File: src/rtl/pipe_fifo_stage_if.sv
// Valid/ready handshake bundle carrying one WIDTH-bit word per transfer.
interface pipe_fifo_stage_if #(
  parameter int unsigned WIDTH = 8
);
  logic             valid;
  logic             ready;
  logic [WIDTH-1:0] data;

  // Producer side drives valid/data, consumer side drives ready.
  modport master (output valid, output data, input ready);
  modport slave  (input valid, input data, output ready);
endinterface

File: src/rtl/pipe_fifo_stage.sv
// Elastic FIFO stage on the valid/ready pipe: circular buffer of DEPTH words.
// up_ready/down_valid come only from registered count, so down_ready never
// reaches up_ready combinationally. Words pushed at edge N are visible after
// edge N and poppable at edge N+1 (no empty bypass).
// Optional build macro PIPE_FIFO_STATS_EN adds push/pop/stall counters.
module pipe_fifo_stage #(
  parameter int unsigned WIDTH = 8,
  parameter int unsigned DEPTH = 4
) (
  input  logic                       clock,
  input  logic                       reset,
  pipe_fifo_stage_if.slave           up,
  pipe_fifo_stage_if.master          down,
  output logic [$clog2(DEPTH+1)-1:0] level
`ifdef PIPE_FIFO_STATS_EN
  ,
  output logic [31:0]                push_count,
  output logic [31:0]                pop_count,
  output logic [31:0]                stall_count
`endif
);

  localparam int unsigned PTR_W = $clog2(DEPTH);
  localparam int unsigned CNT_W = $clog2(DEPTH + 1);

  // Elaboration-time guard on the supported depth range.
  if (DEPTH < 2 || DEPTH > 256) begin : g_depth_check
    $error("pipe_fifo_stage: DEPTH must be in 2..256");
  end

  logic [WIDTH-1:0] r_mem [DEPTH];
  logic [PTR_W-1:0] r_wr_ptr;
  logic [PTR_W-1:0] r_rd_ptr;
  logic [CNT_W-1:0] r_count;

  logic             w_up_ready;
  logic             w_down_valid;
  logic             w_push;
  logic             w_pop;
  logic [PTR_W-1:0] w_wr_ptr_nxt;
  logic [PTR_W-1:0] w_rd_ptr_nxt;
  logic [CNT_W-1:0] w_count_nxt;

  assign w_up_ready   = reset && (r_count < CNT_W'(DEPTH));
  assign w_down_valid = (r_count != '0);
  assign w_push       = up.valid && w_up_ready;
  assign w_pop        = w_down_valid && down.ready;

  assign up.ready   = w_up_ready;
  assign down.valid = w_down_valid;
  assign down.data  = w_down_valid ? r_mem[r_rd_ptr] : '0;
  assign level      = r_count;

  // Next pointer/count values; pointers wrap at DEPTH-1 so any DEPTH works.
  always_comb begin
    w_wr_ptr_nxt = r_wr_ptr;
    w_rd_ptr_nxt = r_rd_ptr;
    w_count_nxt  = r_count;
    if (w_push) begin
      w_wr_ptr_nxt = (r_wr_ptr == PTR_W'(DEPTH - 1)) ? '0 : r_wr_ptr + PTR_W'(1);
    end
    if (w_pop) begin
      w_rd_ptr_nxt = (r_rd_ptr == PTR_W'(DEPTH - 1)) ? '0 : r_rd_ptr + PTR_W'(1);
    end
    if (w_push && !w_pop) begin
      w_count_nxt = r_count + CNT_W'(1);
    end else if (w_pop && !w_push) begin
      w_count_nxt = r_count - CNT_W'(1);
    end
  end

  // Pointer and occupancy registers; reset discards all held words.
  always_ff @(posedge clock or negedge reset) begin
    if (!reset) begin
      r_wr_ptr <= '0;
      r_rd_ptr <= '0;
      r_count  <= '0;
    end else begin
      r_wr_ptr <= w_wr_ptr_nxt;
      r_rd_ptr <= w_rd_ptr_nxt;
      r_count  <= w_count_nxt;
    end
  end

  // Storage array; contents survive reset and are masked by count instead.
  always_ff @(posedge clock) begin
    if (w_push) begin
      r_mem[r_wr_ptr] <= up.data;
    end
  end

`ifdef PIPE_FIFO_STATS_EN
  // Observation-only traffic counters, wrapping modulo 2^32.
  always_ff @(posedge clock or negedge reset) begin
    if (!reset) begin
      push_count  <= '0;
      pop_count   <= '0;
      stall_count <= '0;
    end else begin
      if (w_push) begin
        push_count <= push_count + 32'(1);
      end
      if (w_pop) begin
        pop_count <= pop_count + 32'(1);
      end
      if (w_down_valid && !down.ready) begin
        stall_count <= stall_count + 32'(1);
      end
    end
  end
`endif

endmodule

File: src/flat_wrapper.sv
// flat-port wrapper written by rule: the top's interface ports become plain ports
module pipe_fifo_stage_flat 
#(
  parameter int unsigned WIDTH = 8,
  parameter int unsigned DEPTH = 4
)
  (clock, reset, level, up_valid, up_data, up_ready, down_valid, down_data, down_ready);
  pipe_fifo_stage_if #(.WIDTH(WIDTH)) up_i ();
  pipe_fifo_stage_if #(.WIDTH(WIDTH)) down_i ();
  input  logic clock;
  input  logic reset;
  output logic [$clog2(DEPTH+1)-1:0] level;
  input wire logic [$bits(up_i.valid)-1:0] up_valid;
  input wire logic [$bits(up_i.data)-1:0] up_data;
  output wire logic [$bits(up_i.ready)-1:0] up_ready;
  output wire logic [$bits(down_i.valid)-1:0] down_valid;
  output wire logic [$bits(down_i.data)-1:0] down_data;
  input wire logic [$bits(down_i.ready)-1:0] down_ready;
  assign up_i.valid = up_valid;
  assign up_i.data = up_data;
  assign up_ready = up_i.ready;
  assign down_valid = down_i.valid;
  assign down_data = down_i.data;
  assign down_i.ready = down_ready;
  pipe_fifo_stage #(.WIDTH(WIDTH), .DEPTH(DEPTH)) u_core (.clock(clock), .reset(reset), .up(up_i), .down(down_i), .level(level));
endmodule
File: config.mk
export PLATFORM = sky130hd
export DESIGN_NAME = pipe_fifo_stage_flat
export DESIGN_NICKNAME = d
export VERILOG_FILES = /design/src/rtl/pipe_fifo_stage_if.sv /design/src/rtl/pipe_fifo_stage.sv /design/src/flat_wrapper.sv
export SDC_FILE = /design/constraint.sdc
export NUM_CORES = 1
export LEC_CHECK = 0
export BUFFER_PORTS_ARGS = -buffer_cell sky130_fd_sc_hd__buf_2
export CORE_ASPECT_RATIO = 2
export CORE_MARGIN = 1.5
export CORE_UTILIZATION = 23
export DETAILED_ROUTE_END_ITERATION = 7
export SYNTH_ARGS = -nofsm -noshare
export SYNTH_HDL_FRONTEND = slang
export SYNTH_SLANG_ARGS = --single-unit
File: constraint.sdc
create_clock -name clock -period 3.3 [get_ports clock]
set_input_delay 0.66 -clock clock [delete_from_list [all_inputs] [get_ports clock]]
set_output_delay 0.66 -clock clock [all_outputs]
set_load 0.02 [all_outputs]
==> impl_metrics.yaml, run 1 <==
routing:
  drtIter0Drc: 13
  ant_nets: 0
  vias_per_cell: 3.909
  firstDrtPassIters: 4
  wire_per_inst_um: 13.66
  wirelength_mm: 2.841
  drc: 0
  num_vias: 813
layout:
  drive_gt1_share_pct: 37.29
  nets: 136
  area_delta_synth_final_pct: 22.31
  fillers: 693
  antenna_cells: 0
  fin_util_pct: 29.26
clocking:
  cts_setup_buffers: 0
  clock_sinks: 39
  cts_resized: 0
  clock_latency_ns: 0.28
  cts_hold_buf: 0
  clockBufferDepth: 2
  cts_tree: "built"
  ctsRootBufferMaster: "clkbuf_16"
  htreeDepth: 2
  clkTransAtPathRegs_ns: 0.06
  cts_made_buffers: 5
global_routing:
  overflow: 0
  first_global_vias: 924
  grt_max_degree: 15
  grt_util_all_layers_pct: 8.565
  antenna_found_initial: 0
  grt_pass1_wl_mm: 4.692
synth:
  synth_top_family_by_area: "multiplexers"
  synthAdderAreaFrac_pct: 5.727
  ys_ff_latch: 39
  yosys.area.top_type: "edfxtp_1"
  synth.area.mux_share_pct: 13.34
  synth_compound_area_share_pct: 0.6029
  yosys.area_share.simple_pct: 7.611
  ys_warn_count: 0
  syn_area_per_cell_sq_um: 18.45
  yosys_most_used_dff: "edfxtp_1"
  synth-edff-count: 32
  netlist_top_cells_area: "edfxtp_1, mux4_2, dfrtp_1, and2_1, ha_1"
  syn_area_sq_um: 1660
  postSynthNetCount: 109
  synthXorXnorAreaFrac_pct: 1.583
  synthCells: 90
  yosysSeqAreaShare_pct: 68.43
  synthArstFlopShare_pct: 17.95
  synth_top_area_share_pct: 57.87
  yosysMostFrequentCell: "edfxtp_1"
  synth.distinct_cells: 21
  yosys-top-cells-count: "edfxtp_1, and2_1, mux4_2"
place:
  dp_hpwl_mm: 2.205
  gp_congestion: 0.6514
  dp_worst_setup_slack_ns: 0.8427
  io_buffers: 24
power_and_ir_drop:
  p_leak_nw: 0.7521
  powerDensity_nw_per_um2: 902.7
  peakVddDrop_mv: 0.2644
timing:
  fmax_ghz: 0.3902
  period_minus_slack_ns: 2.563
  hold_violations: 0
  tns_ns: 0
  grt_setup_unrepaired: "no"
  fin_crit_sh_pct: 77.67
  max_slew_margin_pct: 60.71
  layout_setup_ws_ns: 0.7369
  fin_skew_ns: 0.005219
  setup_violations: 0
  slew_viol_final: 0
  tightest_slew_ns: 0.5894
critical_path:
  timing_worst_setup_path_type: "register to output port"
  path_delay_family: "flip-flops"
  endpoint_kind: "output port"
  slowest_stage: "dfrtp_1"
  crit_required_ns: 2.64
  crit_buf_inv: 1
  critical_path.cell_chain: "mux4_2 > and2_1 > buf_2"
  cpPeakStageDelay_ns: 0.71
  cp_max_fo: 11
  worstSetupStartpointType: "register"
  crit_arrival_ns: 1.90
  regToRegSetupSlack_ns: 0.99
flow_run:
  cap_violations: 0
run_status:
  outcome: "finished clean"
floorplan:
  chipHeight_um: 123.2
  ios: 25
  die-area_sq_um: 7769
  fp.dieW_um: 63.08
  row_count: 43
  core_region_area_sq_um: 6940
  start_util_pct: 23.92
worst_hold_path:
  min_path_type: "primary input to async pin"
-- layer usage --
metal	global-route usage, %	part of all wire [%]
met1	6.778	34
met4	5.833	3.1
met3	3.276	4.9
met2	16.56	58
met5	0	0
-- worst paths after layout --
kind | startpoint | to | depth (start not counted)
worst max-delay path | u_core.r_rd_ptr[0] | down_data[3] | 3
worst min register to register | u_core.level[2] | u_core.level[2] | 1
min in group clock | u_core.level[2] | u_core.level[2] | 1
worst min-delay path | reset | u_core.r_rd_ptr[1] | 1
max in group asynchronous | reset | u_core.r_wr_ptr[1] | 1
worst max register to register | u_core.level[0] | u_core.level[2] | 8
-- placed cells by master (no fill, tap or decap), drive strengths merged --
cell type | netlist | routed
clkinvlp | 0 | 1
xnor2 | 1 | 1
o21ai | 2 | 2
nor2b | 1 | 1
mux4 | 8 | 8
bufinv | 0 | 1
clkbuf | 1 | 5
or3 | 1 | 1
inv | 3 | 4
edfxtp | 32 | 32
buf | 3 | 24
dfrtp | 7 | 7
nor2 | 3 | 3
and2 | 12 | 12
and3b | 1 | 1
mux2 | 3 | 3
ha | 6 | 6
nand2 | 3 | 3
xor2 | 2 | 2
fa | 1 | 1
-- flip-flops by register name (all words and copies together), names as in the netlist --
name             flops
u_core.level         3
u_core.r_rd_ptr      2
u_core.r_mem        32
u_core.r_wr_ptr      2
-- through the flow --
stage / cell area (sq um) / hold slack, ns / cells / power [W]
6_report: 2031 / 0.2155 / 208 / 0.001833
5_1_grt: 2031 / 0.2239 / 208 / 0.001940
4_1_cts: 2031 / 0.2152 / 208 / 0.001867
3_5_place_dp: 1859 / 0.5178 / 200 / 0.001313
3_3_place_gp: 1859 / 0.5086 / 200 / 0.001286
2_1_floorplan: 1660 / 0.3644 / 90 / 0.001159
-- power breakdown --
group / switching (W) / total [W] / internal, W / leakage, nW
Clock: 0.000186 / 0.000544 / 0.000359 / 0.0804
Sequential: 0.000101 / 0.000710 / 0.000609 / 0.372
Combinational: 0.000293 / 0.000579 / 0.000285 / 0.299
-- logic make-up (layout without fill, tap and decap cells) --
kind of cell / count (synthesis) / in the layout
xor+xnor: 3 / 3
fa+ha+maj: 7 / 7
buf+inv: 7 / 35
mux: 11 / 11
compound gates: 2 / 2
simple gates: 21 / 21
flops: 39 / 39
-- cell type report --
cell class	count	area, sq um	share of cell area, %
clock buffers	5	125.1	6.161
multi-input cells	44	479.2	23.60
repair buffers	24	120.1	5.915
inverters	3	11.26	0.5545
clock inverters	3	46.29	2.280
flip-flops and latches	39	1136	55.95
well taps	90	112.6	5.545
(Power assumes the default switching activity.)
==> run 2, diff against run 1 <==
==> constraint.sdc (replaced) <==
create_clock -name clock -period 2.4 [get_ports clock]
set_input_delay 0.48 -clock clock [delete_from_list [all_inputs] [get_ports clock]]
set_output_delay 0.48 -clock clock [all_outputs]
set_load 0.02 [all_outputs]
==> impl_metrics.yaml, run 2 (synthesized netlist as in run 1, its figures left out) <==
timing:
  slew_viol_final: 0
  fin_crit_sh_pct: 90.53
  tns_ns: 0
  setup_violations: 0
  fmax_ghz: 0.4602
  tightest_slew_ns: 0.4463
  hold_violations: 0
  grt_setup_unrepaired: "no"
  period_minus_slack_ns: 2.173
  fin_skew_ns: 0.006118
  max_slew_margin_pct: 70.25
place:
  io_buffers: 24
  placed_cell_area_sq_um: 1874
  gp_congestion: 0.6469
layout:
  area_delta_synth_final_pct: 21.40
  nets: 138
  final-seq-area_sq_um: 1137
  layout_common_cells: "edfxtp_1, buf_2, and2_1, mux4_2"
  largest_reg_flops: 32
  final_common_cell: "edfxtp_1"
  fillers: 690
  antenna_cells: 0
  final_area_sq_um: 2016
  top_register: "u_core.r_mem"
  multiInputGateArea_sq_um: 479.2
  drive_gt1_share_pct: 39.17
global_routing:
  antenna_found_initial: 0
  first_global_vias: 935
  grt_pass1_wl_mm: 4.471
  overflow: 0
  grt_max_degree: 13
  grt_util_all_layers_pct: 8.058
power_and_ir_drop:
  powerDensity_nw_per_um2: 1193
  p_leak_nw: 0.7536
  finalPower_w: 0.002404
  peakVddDrop_mv: 0.3101
routing:
  num_vias: 844
  vias_per_cell: 4.019
  wirelength_mm: 2.798
  drtIter0Drc: 28
  wire_per_inst_um: 13.32
  drc: 0
  firstDrtPassIters: 4
  ant_nets: 0
run_status:
  outcome: "finished clean"
flow_run:
  cap_violations: 0
floorplan:
  start_util_pct: 23.92
  row_count: 43
  ios: 25
  chipHeight_um: 123.2
  die-area_sq_um: 7769
  core_region_area_sq_um: 6940
  fp.dieW_um: 63.08
clocking:
  cts_tree: "built"
  clock_sinks: 39
  cts_made_buffers: 5
  clock_latency_ns: 0.28
  ctsRootBufferMaster: "clkbuf_16"
  htreeDepth: 2
  cts_hold_buf: 0
  clkTransAtPathRegs_ns: 0.05
  clockBufferDepth: 2
critical_path:
  worstSetupStartpointType: "register"
  timing_worst_setup_path_type: "register to output port"
  reg2reg_from: "u_core.level[0]"
  crit_required_ns: 1.92
  cp_max_fo: 11
  timing.rr.end: "u_core.level[2]"
  crit_arrival_ns: 1.69
  worst_r2r_path_depth: 8
  crit_path_start: "u_core.r_rd_ptr[0]"
  regToRegSetupSlack_ns: 0.24
  endpoint_kind: "output port"
worst_hold_path:
  min_path_type: "primary input to async pin"
==> run 2: changes by cell type in the layout (fill, tap and decap cells not counted), sizes merged <==
cell      before  now
buf           24   26
bufinv         1    0
clkinv         0    3
clkinvlp       1    0
inv            4    3
==> run 2: layout make-up <==
type | count | area share (%)
well taps | 90 | 5.587
flip-flops and latches | 39 | 56.42
clock buffers | 5 | 6.207
clock inverters | 3 | 0.7449
multi-input cells | 44 | 23.77
inverters | 3 | 0.5587
repair buffers | 26 | 6.704
==> run 2: metrics by stage <==
| stage | hold WS (ns) | std cells | utilization (%) | worst slack (ns) |
|---|---|---|---|---|
| 4_1_cts | 0.04175 | 210 | 29.02 | 0.01382 |
| 3_3_place_gp | 0.3338 | 202 | 27.01 | 0.3277 |
| 5_1_grt | 0.04616 | 210 | 29.04 | 0.1378 |
| 3_5_place_dp | 0.3367 | 202 | 27.01 | 0.2468 |
| 6_report | 0.04464 | 210 | 29.04 | 0.2272 |
| 2_1_floorplan | 0.1844 | 90 | - | 0.2383 |
==> run 2: critical path: stages (launching register included) <==
cell and delay [ns]:
dfrtp_2 0.56, mux4_2 0.53, and2_1 0.17, buf_2 0.15
==> run 2: timing repair <==
action / in CTS / in global routing
resized for setup: 0 / 1
setup buffers: 0 / 0
endpoints found under the setup margin: 0 / 8
==> run 2: worst max-delay path by stage <==
stage                      endpoint  cells after the start
finish                 down_data[7]                      3
global route           down_data[7]                      3
CTS                    down_data[4]                      3
detailed placement  u_core.level[2]                      8
global placement    u_core.level[2]                      8
floorplan           u_core.level[2]                      9
==> run 2: power breakdown <==
part / internal, W / switching (W) / leakage (nW) / total [W]
clock: 0.000378 / 0.000230 / 0.0733 / 0.000608
combinational: 0.000406 / 0.000412 / 0.309 / 0.000819
sequential: 0.000840 / 0.000137 / 0.371 / 0.000977
==> run 2: per-layer routing <==
| layer | routed length [um] | track usage, % | vias up |
|---|---|---|---|
| met5 | 0 | 0 | - |
| met4 | 53 | 5.417 | 0 |
| met3 | 119 | 2.548 | 4 |
| met2 | 1677 | 15.43 | 18 |
| met1 | 948 | 6.892 | 433 |
| li1 | - | - | 389 |
==> run 3, diff against run 2 <==
--- a/config.mk
+++ b/config.mk
@@ -6,10 +6,11 @@
 export NUM_CORES = 1
 export LEC_CHECK = 0
 export BUFFER_PORTS_ARGS = -buffer_cell sky130_fd_sc_hd__buf_2
-export CORE_ASPECT_RATIO = 2
 export CORE_MARGIN = 1.5
-export CORE_UTILIZATION = 23
+export CORE_UTILIZATION = 45
 export DETAILED_ROUTE_END_ITERATION = 7
+export PLACE_DENSITY = 0.65
+export SKIP_CTS_REPAIR_TIMING = 1
 export SYNTH_ARGS = -nofsm -noshare
 export SYNTH_HDL_FRONTEND = slang
 export SYNTH_SLANG_ARGS = --single-unit
==> impl_metrics.yaml, run 3 (synthesized netlist as in run 1, its figures left out) <==
critical_path:
  endpoint_kind: "output port"
  worstSetupStartpointType: "register"
  cp_max_fo: 11
  critical_path.cell_chain: "mux4_2 > and2_1 > buf_2"
  crit_required_ns: 1.92
  slowest_stage: "dfrtp_2"
  cpPeakStageDelay_ns: 0.57
  crit_arrival_ns: 1.72
  timing_worst_setup_path_type: "register to output port"
power_and_ir_drop:
  power.switching_w: 0.0007588
  peakVddDrop_mv: 0.6360
  switching_share_pct: 32.94
  p_leak_nw: 0.7406
  p_clk_share_pct: 22.4
  seqPwrFrac_pct: 42.4
  p_int_w: 0.001545
  power_frac_comb_pct: 35.2
  powerDensity_nw_per_um2: 1190
global_routing:
  grt_max_degree: 13
  grt_util_all_layers_pct: 15.00
  overflow: 0
  grt.met2_usage_pct: 25.13
  antenna_found_initial: 0
  grt_pass1_wl_mm: 4.333
  top_usage_layer: "met2"
  globalRouteMet1Util_pct: 18.22
  first_global_vias: 878
  gr-usage-met3_pct: 2.641
layout:
  drive_gt1_share_pct: 38.84
  top_register: "u_core.r_mem"
  final_area_sq_um: 1936
  layout_common_cells: "edfxtp_1, buf_2, and2_1, mux4_2"
  largest_reg_flops: 32
  final_common_cell: "edfxtp_1"
  final_cells: 167
  nets: 139
  area_delta_synth_final_pct: 16.58
  antenna_cells: 0
routing:
  firstDrtPassIters: 4
  drc: 0
  drtIter0Drc: 17
  num_vias: 838
  wire_per_inst_um: 15.77
  wirelength_mm: 2.634
  ant_nets: 0
  vias_per_cell: 5.018
floorplan:
  ios: 25
  die-area_sq_um: 4063
  core_region_area_sq_um: 3442
  row_count: 21
  chipHeight_um: 63.74
  fp.dieW_um: 63.74
  start_util_pct: 48.24
timing:
  fmax_ghz: 0.4549
  hold_violations: 0
  max_slew_margin_pct: 69.51
  tns_ns: 0
  period_minus_slack_ns: 2.198
  tightest_slew_ns: 0.4574
  slew_viol_final: 0
  hold_ws_ns: 0.1235
  grt_setup_unrepaired: "no"
  fin_crit_sh_pct: 91.60
  setup_violations: 0
  fin_skew_ns: 0.003419
clocking:
  clockBufferDepth: 2
  clock_sinks: 39
  cts_tree: "built"
  htreeDepth: 2
  clkTransAtPathRegs_ns: 0.07
  clock_latency_ns: 0.28
  ctsRootBufferMaster: "clkbuf_8"
  cts_made_buffers: 5
run_status:
  outcome: "finished clean"
place:
  io_buffers: 24
  gp_congestion: 0.7731
  post-place-cells: 159
  placed_cell_area_sq_um: 1827
flow_run:
  cap_violations: 0
worst_hold_path:
  min_path_type: "primary input to async pin"
## run 3: cell type report
type                    count  area [sq um]
inverters                   3         11.26
well taps                  46         57.56
repair buffers             27         142.6
fillers                   270          1506
clock inverters             3         38.79
multi-input cells          44         479.2
clock buffers               5         68.82
flip-flops and latches     39          1137
## run 3: critical path, delay by kind of cell, from the launching register on
| family | cells | cell delay (ns) |
|---|---|---|
| DFF | 1 | 0.57 |
| muxes | 1 | 0.53 |
| and+or+nand+nor | 1 | 0.17 |
| buffers and inverters | 1 | 0.16 |
## run 3: routing by layer
layer | wire length [um] | up-vias
li1 | - | 390
met1 | 1148 | 429
met3 | 78 | 2
met5 | 0 | -
met2 | 1371 | 17
met4 | 36 | 0
## run 3: per-stage QoR
step	utilization [%]	setup slack, ns	power, W
3_5_place_dp	53.07	0.2858	0.001814
5_1_grt	56.23	0.1123	0.002434
2_1_floorplan	-	0.2383	0.001593
4_1_cts	56.20	-0.03652	0.002333
3_3_place_gp	53.07	0.3007	0.001789
6_report	56.23	0.2015	0.002304
## run 3: power by group through the flow
stage	combinational, W	clock, W	sequential, W
CTS	0.000824	0.000527	0.000982
detailed placement	0.000820	0	0.000994
global placement	0.000798	0	0.000991
finish	0.000811	0.000515	0.000978
floorplan	0.000653	0	0.000940
global route	0.000882	0.000549	0.00100
## run 3: path summary, 6_finish.rpt
kind,from,endpoint,slack (ns),depth (start not counted)
hold reg to reg,u_core.level[2],u_core.level[2],0.52,1
min in group clock,up_data[5],u_core.r_mem[2][5],0.41,1
max in group asynchronous,reset,u_core.r_rd_ptr[0],2.13,2
setup reg to reg,u_core.level[0],u_core.level[2],0.30,8
setup / recovery,u_core.r_rd_ptr[0],down_data[0],0.20,3
hold / removal,reset,u_core.level[1],0.12,2
